## src/rtl/msrv32_target_addr_unit.sv

```systemverilog
// Target address unit: computes branch / jump / JALR / link addresses and
// carries them through PIPE_DEPTH elastic register stages.
//
// Ports:
//   ms_riscv32_mp_clk_in  - clock, all state on the rising edge
//   ms_riscv32_mp_rst_in  - asynchronous active-low reset
//   flush_in              - squash every in-flight result at the next edge
//   valid_in / ready_out  - upstream handshake for {pc_in, rs_1_in, imm_in, mode_in}
//   mode_in               - 00 pc+imm, 01 rs1+imm, 10 (rs1+imm)&~1, 11 pc+LINK_OFFSET
//   valid_out / ready_in  - downstream handshake for {iadder_out, misaligned_out}
//   iadder_out            - computed target address
//   misaligned_out        - target violates IALIGN (qualified by valid_out)
module msrv32_target_addr_unit #(
    parameter int unsigned XLEN        = 32,
    parameter int unsigned PIPE_DEPTH  = 1,
    parameter int unsigned IALIGN      = 32,
    parameter int unsigned LINK_OFFSET = 4
) (
    input  logic            ms_riscv32_mp_clk_in,
    input  logic            ms_riscv32_mp_rst_in,
    input  logic            flush_in,
    input  logic            valid_in,
    output logic            ready_out,
    input  logic [XLEN-1:0] pc_in,
    input  logic [XLEN-1:0] rs_1_in,
    input  logic [XLEN-1:0] imm_in,
    input  logic [1:0]      mode_in,
    output logic            valid_out,
    input  logic            ready_in,
    output logic [XLEN-1:0] iadder_out,
    output logic            misaligned_out
);

    // ------------------------------------------------------------------
    // Stage 0: address arithmetic and alignment check
    // ------------------------------------------------------------------
    logic [XLEN-1:0] op_a;
    logic [XLEN-1:0] op_b;
    logic [XLEN-1:0] sum;
    logic [XLEN-1:0] target;
    logic            target_mis;

    always_comb begin
        op_a = pc_in;
        op_b = imm_in;
        unique case (mode_in)
            2'b00: begin
                op_a = pc_in;
                op_b = imm_in;
            end
            2'b01, 2'b10: begin
                op_a = rs_1_in;
                op_b = imm_in;
            end
            2'b11: begin
                op_a = pc_in;
                op_b = XLEN'(LINK_OFFSET);
            end
        endcase

        // Carry out is discarded: wrap-around targets are legal.
        sum    = op_a + op_b;
        target = sum;

        // JALR clears bit 0 before the alignment check.
        if (mode_in == 2'b10) begin
            target[0] = 1'b0;
        end

        if (IALIGN == 16) begin
            target_mis = target[0];
        end else begin
            target_mis = target[1] | target[0];
        end
    end

    // ------------------------------------------------------------------
    // Elastic pipeline
    // ------------------------------------------------------------------
    logic [PIPE_DEPTH-1:0]           v_q;
    logic [PIPE_DEPTH-1:0]           v_d;
    logic [PIPE_DEPTH-1:0][XLEN-1:0] addr_q;
    logic [PIPE_DEPTH-1:0][XLEN-1:0] addr_d;
    logic [PIPE_DEPTH-1:0]           mis_q;
    logic [PIPE_DEPTH-1:0]           mis_d;
    logic [PIPE_DEPTH-1:0]           stg_ready;
    logic                            ready_acc;

    // Index k of each chain is the upstream source of stage k; index
    // PIPE_DEPTH is the last stage, which drives the outputs.
    logic [PIPE_DEPTH:0]             chain_v;
    logic [PIPE_DEPTH:0]             chain_mis;
    logic [PIPE_DEPTH:0][XLEN-1:0]   chain_addr;

    assign chain_v    = {v_q, valid_in};
    assign chain_mis  = {mis_q, target_mis};
    assign chain_addr = {addr_q, target};

    // ready_k = !v_k | ready_(k+1), evaluated from the output end backwards.
    always_comb begin
        ready_acc = ready_in;
        stg_ready = '0;
        for (int k = int'(PIPE_DEPTH) - 1; k >= 0; k--) begin
            ready_acc    = ready_acc | ~v_q[k];
            stg_ready[k] = ready_acc;
        end
    end

    always_comb begin
        v_d    = v_q;
        addr_d = addr_q;
        mis_d  = mis_q;
        for (int k = 0; k < int'(PIPE_DEPTH); k++) begin
            // A ready stage is either empty or being drained, so it simply
            // takes whatever its upstream offers (possibly a bubble).
            if (stg_ready[k]) begin
                v_d[k] = chain_v[k];
                if (chain_v[k]) begin
                    addr_d[k] = chain_addr[k];
                    mis_d[k]  = chain_mis[k];
                end
            end
        end
        // Flush beats every transfer; data registers may keep stale values.
        if (flush_in) begin
            v_d = '0;
        end
    end

    always_ff @(posedge ms_riscv32_mp_clk_in or negedge ms_riscv32_mp_rst_in) begin
        if (!ms_riscv32_mp_rst_in) begin
            v_q    <= '0;
            addr_q <= '0;
            mis_q  <= '0;
        end else begin
            v_q    <= v_d;
            addr_q <= addr_d;
            mis_q  <= mis_d;
        end
    end

    assign ready_out      = stg_ready[0];
    assign valid_out      = chain_v[PIPE_DEPTH];
    assign iadder_out     = chain_addr[PIPE_DEPTH];
    assign misaligned_out = chain_mis[PIPE_DEPTH];

endmodule

```

## config.mk

```make
export PLATFORM = sky130hd
export DESIGN_NAME = msrv32_target_addr_unit
export DESIGN_NICKNAME = d
export VERILOG_FILES = /design/src/rtl/msrv32_target_addr_unit.sv
export SDC_FILE = /design/constraint.sdc
export NUM_CORES = 1
export LEC_CHECK = 0
export CAP_MARGIN = 20
export CORE_MARGIN = 2
export CORE_UTILIZATION = 50
export CTS_BUF_LIST = sky130_fd_sc_hd__clkbuf_16
export CTS_CLUSTER_DIAMETER = 60
export DETAILED_ROUTE_END_ITERATION = 7
export PLACE_DENSITY = 0.88
export SETUP_SLACK_MARGIN = 0.3
export SLEW_MARGIN = 5
export SYNTH_ARGS = -nofsm -noshare
export SYNTH_HDL_FRONTEND = slang
export SYNTH_SLANG_ARGS = --single-unit
```

## constraint.sdc

```tcl
create_clock -name ms_riscv32_mp_clk_in -period 4.3 [get_ports ms_riscv32_mp_clk_in]
set_clock_uncertainty 0.15 [all_clocks]
set_input_delay 0.645 -clock ms_riscv32_mp_clk_in [delete_from_list [all_inputs] [get_ports ms_riscv32_mp_clk_in]]
set_output_delay 0.645 -clock ms_riscv32_mp_clk_in [all_outputs]
set_load 0.01 [all_outputs]
```

==> impl_metrics.tcl, run 1 <==
set metrics [dict create \
    cts-root-to-sink-buffers 2 \
    grt_setup_unrepaired "no" \
    ys_warn_count 0 \
    syn_nets 629 \
    worst-r2r-setup-slack_ps 2330 \
    dpl_worst_slack_ps -144 \
    gr-usage-met2_pct 48.6 \
    die_width_um 92.3 \
    critPathKind "primary input to flop" \
    totalWireLength_mm 11.9 \
    power_per_cell_area_nw_per_um2 321 \
    sink_count 34 \
    syn2layout_area_growth_pct 48.2 \
    grt_pass1_wl_mm 19.1 \
    post_synthesis_cell_area_um2 3900 \
    ys_async_sr_fraction_pct 100 \
    routed_antenna_nets 0 \
    cts_max_level 2 \
    maxClockFrequency_mhz 278 \
    total_via_count_in_the_routed_design 4217 \
    clockPowerShare_pct 18.2 \
    ys_ff_latch 34 \
    synth_ff_type "dfrtp_1" \
    groute.layer.met1.usage_pct 32.7 \
    grt_antenna_before_repair 0 \
    worst_ep_required_time_ps 4300 \
    post_route_cells_drive_above_1_share_pct 19.6 \
    dpl.cell_count 724 \
    number_of_enable_flip_flop_cells_after_synthesis 0 \
    first_pass_iters 5 \
    avgViaCountPerCell 5.75 \
    num_antenna_cells 0 \
    finalNetCount 769 \
    synthDistinctLibCells 51 \
    clk_latency_worst_skew_pair_ps 270 \
    floorplan.initialDensity_pct 51.0 \
    io_pins 138 \
    final_period_minus_worst_setup_slack_ps 3600 \
    intPower_mw 1.18 \
    hold_violations 0 \
    met3_usage_grt_pct 4.48 \
    placementRows 32 \
    post_layout_nonfiller_instances 734 \
    worstPathArrival_ps 3600 \
    ys_seq_area_share_pct 21.8 \
    clkSlewWorstSetupHoldPaths_ps 50 \
    drc 0 \
    netSwitchingFraction_pct 36.3 \
    gp_routability_congestion 0.946 \
    critical_path_peak_fanout 14 \
    busiest_layer "met2" \
    tritoncts "yes" \
    outcome "completed" \
    power.leakage_nw 2.49 \
    syn_inst 492 \
    drv.max_cap_violation_count 0 \
    startpoint_class_of_the_critical_path "primary input" \
    cts_hold_buffers 0 \
    postSynthAreaPerCell_um2 7.93 \
    postLayoutSetupSlackWorst_ps 703 \
    grt_use_total_pct 27.1 \
    placement.io_buffers 137 \
    fill_count 567 \
    ir_worst_vdd_uv 158 \
    maximum_number_of_pins_on_one_net_before_global_route_repair 41 \
    comb_power_share_pct 57.1 \
    worstMarginPinSlew_ps 800 \
    die_span_y_um 92.3 \
    timing.slew.headroom_pct 46.7 \
    detailedRoute.firstIterationViolations 236 \
    ctsRootBufferMaster "clkbuf_16" \
    maxSlewViolCount 0 \
    hold_class "primary input to asynchronous set/reset pin" \
    final.period_utilization_pct 83.6 \
    p_switching_uw 672 \
    post-dp-hpwl_mm 9.33 \
    core_area_um2 7650 \
    numCtsBuffers 5 \
    worst_setup_path_end_kind "flop" \
    design.die.area_um2 8520 \
    first_global_vias 4215 \
    grt.overflow.total 0 \
    final-setup-viol-count 0 \
    post_drt_wl_per_cell_um 16.2 \
    power_frac_seq_pct 24.7 \
]
-- path summary, 6_finish.rpt --
path / from / endpoint / depth (start not counted)
setup / recovery: mode_in[1] / iadder_out[24] / 12
hold / removal: ms_riscv32_mp_rst_in / iadder_out[12] / 1
setup reg to reg: valid_out / iadder_out[9] / 6
hold reg to reg: iadder_out[7] / iadder_out[7] / 2
max in group asynchronous: ms_riscv32_mp_rst_in / iadder_out[26] / 1
min in group ms_riscv32_mp_clk_in: iadder_out[7] / iadder_out[7] / 2
-- cells in the final DEF, fill, tap and decap left out, drive strengths merged, types with 9 or more instances in the layout --
| cell type | Yosys | routed |
|---|---|---|
| nor2b | 34 | 34 |
| mux2 | 32 | 32 |
| buf | 41 | 54 |
| nand3 | 12 | 12 |
| nor3 | 9 | 9 |
| xnor2 | 11 | 11 |
| ha | 33 | 33 |
| clkdlybuf4s50 | 0 | 134 |
| o21ai | 38 | 38 |
| nor2 | 26 | 26 |
| nand2 | 61 | 61 |
| dfrtp | 34 | 34 |
| inv | 11 | 13 |
| a21oi | 33 | 33 |
-- critical path, stage by stage --
cell,delay [ps]
dlymetal6s2s_1,160
ha_4,310
buf_6,130
buf_12,150
mux2_2,340
ha_1,360
a21oi_2,170
o21ai_0,140
a221o_1,410
o21ai_1,190
mux2_4,320
a221o_1,260
-- power groups by stage --
stage,sequential [mW],clock (mW),combinational (mW)
2_1_floorplan,0.446,0,0.632
3_3_place_gp,0.457,0,0.969
3_5_place_dp,0.463,0,0.993
4_1_cts,0.457,0.338,1.01
5_1_grt,0.465,0.352,1.14
6_report,0.457,0.336,1.06
-- registers in the layout, indices dropped and copies added (netlist names) --
signal and count:
iadder_out 32, valid_out 1, misaligned_out 1
-- final cells by class --
| type | count | area (µm²) | area share [%] |
|---|---|---|---|
| multi-input combinational | 390 | 2840 | 49.1 |
| timing repair buffer | 190 | 1790 | 31.0 |
| sequential | 34 | 851 | 14.7 |
| tap | 102 | 128 | 2.21 |
| clock buffer | 5 | 125 | 2.16 |
| inverter | 11 | 41.3 | 0.714 |
| clock inverter | 2 | 7.51 | 0.130 |
-- cell usage after synthesis (3+ instances only) --
library cell  count  area share [%]
nand2_1          61             5.9
o21ai_0          36             4.6
buf_4            34             6.5
dfrtp_1          34              22
nor2b_1          34             5.5
ha_1             33              11
mux2_2           32             9.2
a21oi_1          31             4.0
nor2_1           26             2.5
clkbuf_1         16             1.5
nand3_1          12             1.5
inv_1            11             1.1
xnor2_1          11             2.5
nor3_1            9             1.2
and3_1            8             1.3
o31ai_1           8             1.5
xor2_1            8             1.8
a21o_1            7             1.3
a31oi_1           6            0.96
buf_2             6            0.77
nand4_1           6            0.96
o21a_1            6             1.2
and2_1            5            0.80
a221o_1           4             1.0
or3_1             4            0.64
a211o_1           3            0.67
a211oi_1          3            0.58
mux2i_1           3            0.77
o211ai_1          3            0.58
o21bai_1          3            0.58
o221ai_1          3            0.67
-- cell families (layout without fill, tap and decap cells) --
| kind of cell | Yosys count | after routing | synth area share (%) |
|---|---|---|---|
| and+or+nand+nor | 172 | 172 | 21.5 |
| AOI/OAI and AO/OA | 130 | 130 | 21.3 |
| buffers and inverters | 68 | 208 | 10.0 |
| muxes | 35 | 35 | 10.0 |
| adders and majority gates | 34 | 34 | 11.1 |
| DFF | 34 | 34 | 21.8 |
| xor gates and xnor gates | 19 | 19 | 4.27 |
-- per-layer routing --
| metal | vias to the layer above | wire length [µm] |
|---|---|---|
| li1 | 2016 | - |
| met1 | 1988 | 4930 |
| met2 | 184 | 5960 |
| met3 | 29 | 694 |
| met4 | 0 | 287 |
| met5 | - | 0 |
-- per-stage QoR --
stage               area [µm²]  total power [mW]  hold WS (ps)  utilization (%)  setup TNS (ps)
global route              5780              1.96           350             75.6               0
global placement          5440              1.43           306             71.1           -42.3
finish                    5780              1.85           310             75.6               0
detailed placement        5440              1.46           317             71.1            -406
CTS                       5630              1.81           329             73.6               0
floorplan                 3900              1.08           199                -               0
-- timing repair --
item | in CTS | in global routing
endpoints found under the setup margin | 7 | 15
resized for setup | 10 | 31
setup buffers | 1 | 2
pin swaps | 2 | 10
Power figures use the tool's default switching activity.
==> run 2, diff against run 1 <==
Settings changed: CORE_UTILIZATION 50 to 47, PLACE_DENSITY 0.88 to 0.83.
Clock period 4.3 ns to 3.4 ns, I/O delays scaled along.
==> impl_metrics.tcl, run 2 (synthesized netlist as in run 1, its figures left out) <==
set metrics [dict create \
    cts_max_level 2 \
    comb_power_share_pct 62.9 \
    routed_antenna_nets 0 \
    regToRegStartpoint "valid_out" \
    gp_routability_congestion 0.972 \
    grt_use_total_pct 28.9 \
    grt_pass1_wl_mm 20.8 \
    worst_setup_path_startpoint "mode_in[0]" \
    ir_worst_vdd_uv 263 \
    power_frac_seq_pct 21.4 \
    worst_setup_path_end_kind "flop" \
    startpoint_class_of_the_critical_path "primary input" \
    post_route_cells_drive_above_1_share_pct 34.7 \
    drv.max_cap_violation_count 0 \
    netSwitchingFraction_pct 37.6 \
    finalNetCount 834 \
    grt.overflow.total 0 \
    hold_class "flop to flop" \
    maxSlewViolCount 0 \
    total_via_count_in_the_routed_design 4795 \
    final_period_minus_worst_setup_slack_ps 3420 \
    worstPathArrival_ps 3430 \
    power_per_cell_area_nw_per_um2 398 \
    hold_violations 0 \
    timing.slew.headroom_pct 60.1 \
    outcome "complete, but fails checks" \
    sink_count 34 \
    layout.cells.most_common_list "clkdlybuf4s50_1, buf_4, nand2_1, dfrtp_1" \
    tritoncts "yes" \
    placement.cell_area_um2 5950 \
    first_pass_iters 7 \
    worstMarginPinSlew_ps 596 \
    post_drt_wl_per_cell_um 19.1 \
    cts_hold_buffers 0 \
    intPower_mw 1.68 \
    maximum_number_of_pins_on_one_net_before_global_route_repair 36 \
    cts-root-to-sink-buffers 2 \
    ctsRootBufferMaster "clkbuf_16" \
    failed_checks "setup timing" \
    critical_path_peak_fanout 7 \
    totalWireLength_mm 15.4 \
    grt_setup_unrepaired "yes" \
    core_area_um2 8130 \
    post-dp-hpwl_mm 10.1 \
    drc 0 \
    die_span_y_um 95.1 \
    io_pins 138 \
    clk_latency_worst_skew_pair_ps 270 \
    numCtsBuffers 5 \
    critPathKind "primary input to flop" \
    power_mw 2.70 \
    syn2layout_area_growth_pct 73.9 \
    power.leakage_nw 2.88 \
    detailedRoute.firstIterationViolations 499 \
    avgViaCountPerCell 5.96 \
    final-setup-viol-count 1 \
    clockPowerShare_pct 15.7 \
    worst_ep_required_time_ps 3410 \
    p_switching_mw 1.02 \
    min_from "iadder_out[10]" \
    postLayoutSetupSlackWorst_ps -19.0 \
    die_width_um 95.1 \
    design.die.area_um2 9040 \
    largest_register_ffs 32 \
    clkSlewWorstSetupHoldPaths_ps 50 \
    placementRows 33 \
    final_cell_area_um2 6780 \
    placement.io_buffers 137 \
    fill_count 452 \
    floorplan.initialDensity_pct 47.9 \
    first_global_vias 4433 \
    grt_antenna_before_repair 1 \
    worst-r2r-setup-slack_ps 1340 \
    final.period_utilization_pct 101 \
    layout.cells.most_common "clkdlybuf4s50_1" \
    maxClockFrequency_mhz 292 \
]
==> run 2: critical path, stage by stage <==
cell and delay (ps):
buf_8 90, inv_8 30, ha_4 290, buf_8 140, mux2_4 330, fa_2 400
a21o_1 220, a221o_1 360, a21oi_2 230, a21oi_2 120, o21ai_2 140, mux2_4 310
a221o_1 250
==> run 2: layout make-up <==
type	count	area, µm²	share of cell area [%]
timing repair buffer	255	2320	34.2
clock buffer	5	125	1.85
clock inverter	3	12.5	0.185
multi-input combinational	390	3290	48.5
sequential	34	851	12.5
tap	105	131	1.94
antenna	1	2.50	0.0369
inverter	11	48.8	0.720
==> run 2: metal layers <==
metal | track usage (%) | vias to the layer above | wire length [µm] | share of wire, %
met5 | 0 | - | 0 | 0
met4 | 7.13 | 0 | 874 | 5.7
met3 | 2.37 | 87 | 1130 | 7.3
met2 | 50.5 | 301 | 7430 | 48
met1 | 38.5 | 2270 | 5920 | 39
li1 | - | 2137 | - | -
==> run 2: timing repair <==
action | 4_1_cts | 5_1_grt
pin swaps | 25 | 30
hold endpoints to repair | 0 | 0
setup endpoints to repair | 27 | 23
setup buffers | 8 | 6
gates resized for setup | 54 | 67
==> run 2: path summary, 6_finish.rpt <==
kind,end,cells past startpoint
worst max-delay path,iadder_out[24],13
worst min-delay path,iadder_out[10],2
worst max register to register,iadder_out[9],7
worst min register to register,iadder_out[10],2
max in group asynchronous,iadder_out[28],2
min in group asynchronous,iadder_out[1],2
==> run 2: stage by stage <==
| stage | instances | setup TNS (ps) | util (%) | worst slack, ps | hold slack [ps] |
|---|---|---|---|---|---|
| 2_1_floorplan | 492 | -481 | - | -140 | 64.4 |
| 3_3_place_gp | 781 | -13170 | 73.2 | -719 | 303 |
| 3_5_place_dp | 781 | -15610 | 73.2 | -796 | 309 |
| 4_1_cts | 797 | 0 | 78.7 | 122 | 321 |
| 5_1_grt | 804 | -149 | 83.4 | -71.6 | 354 |
| 6_report | 804 | -19.0 | 83.4 | -19.0 | 326 |
==> run 2: power groups by stage <==
stage | combinational, mW | sequential [mW] | clock (mW)
floorplan | 0.827 | 0.564 | 0
global placement | 1.36 | 0.578 | 0
detailed placement | 1.40 | 0.583 | 0
CTS | 1.49 | 0.580 | 0.425
global route | 1.80 | 0.590 | 0.446
finish | 1.70 | 0.578 | 0.423
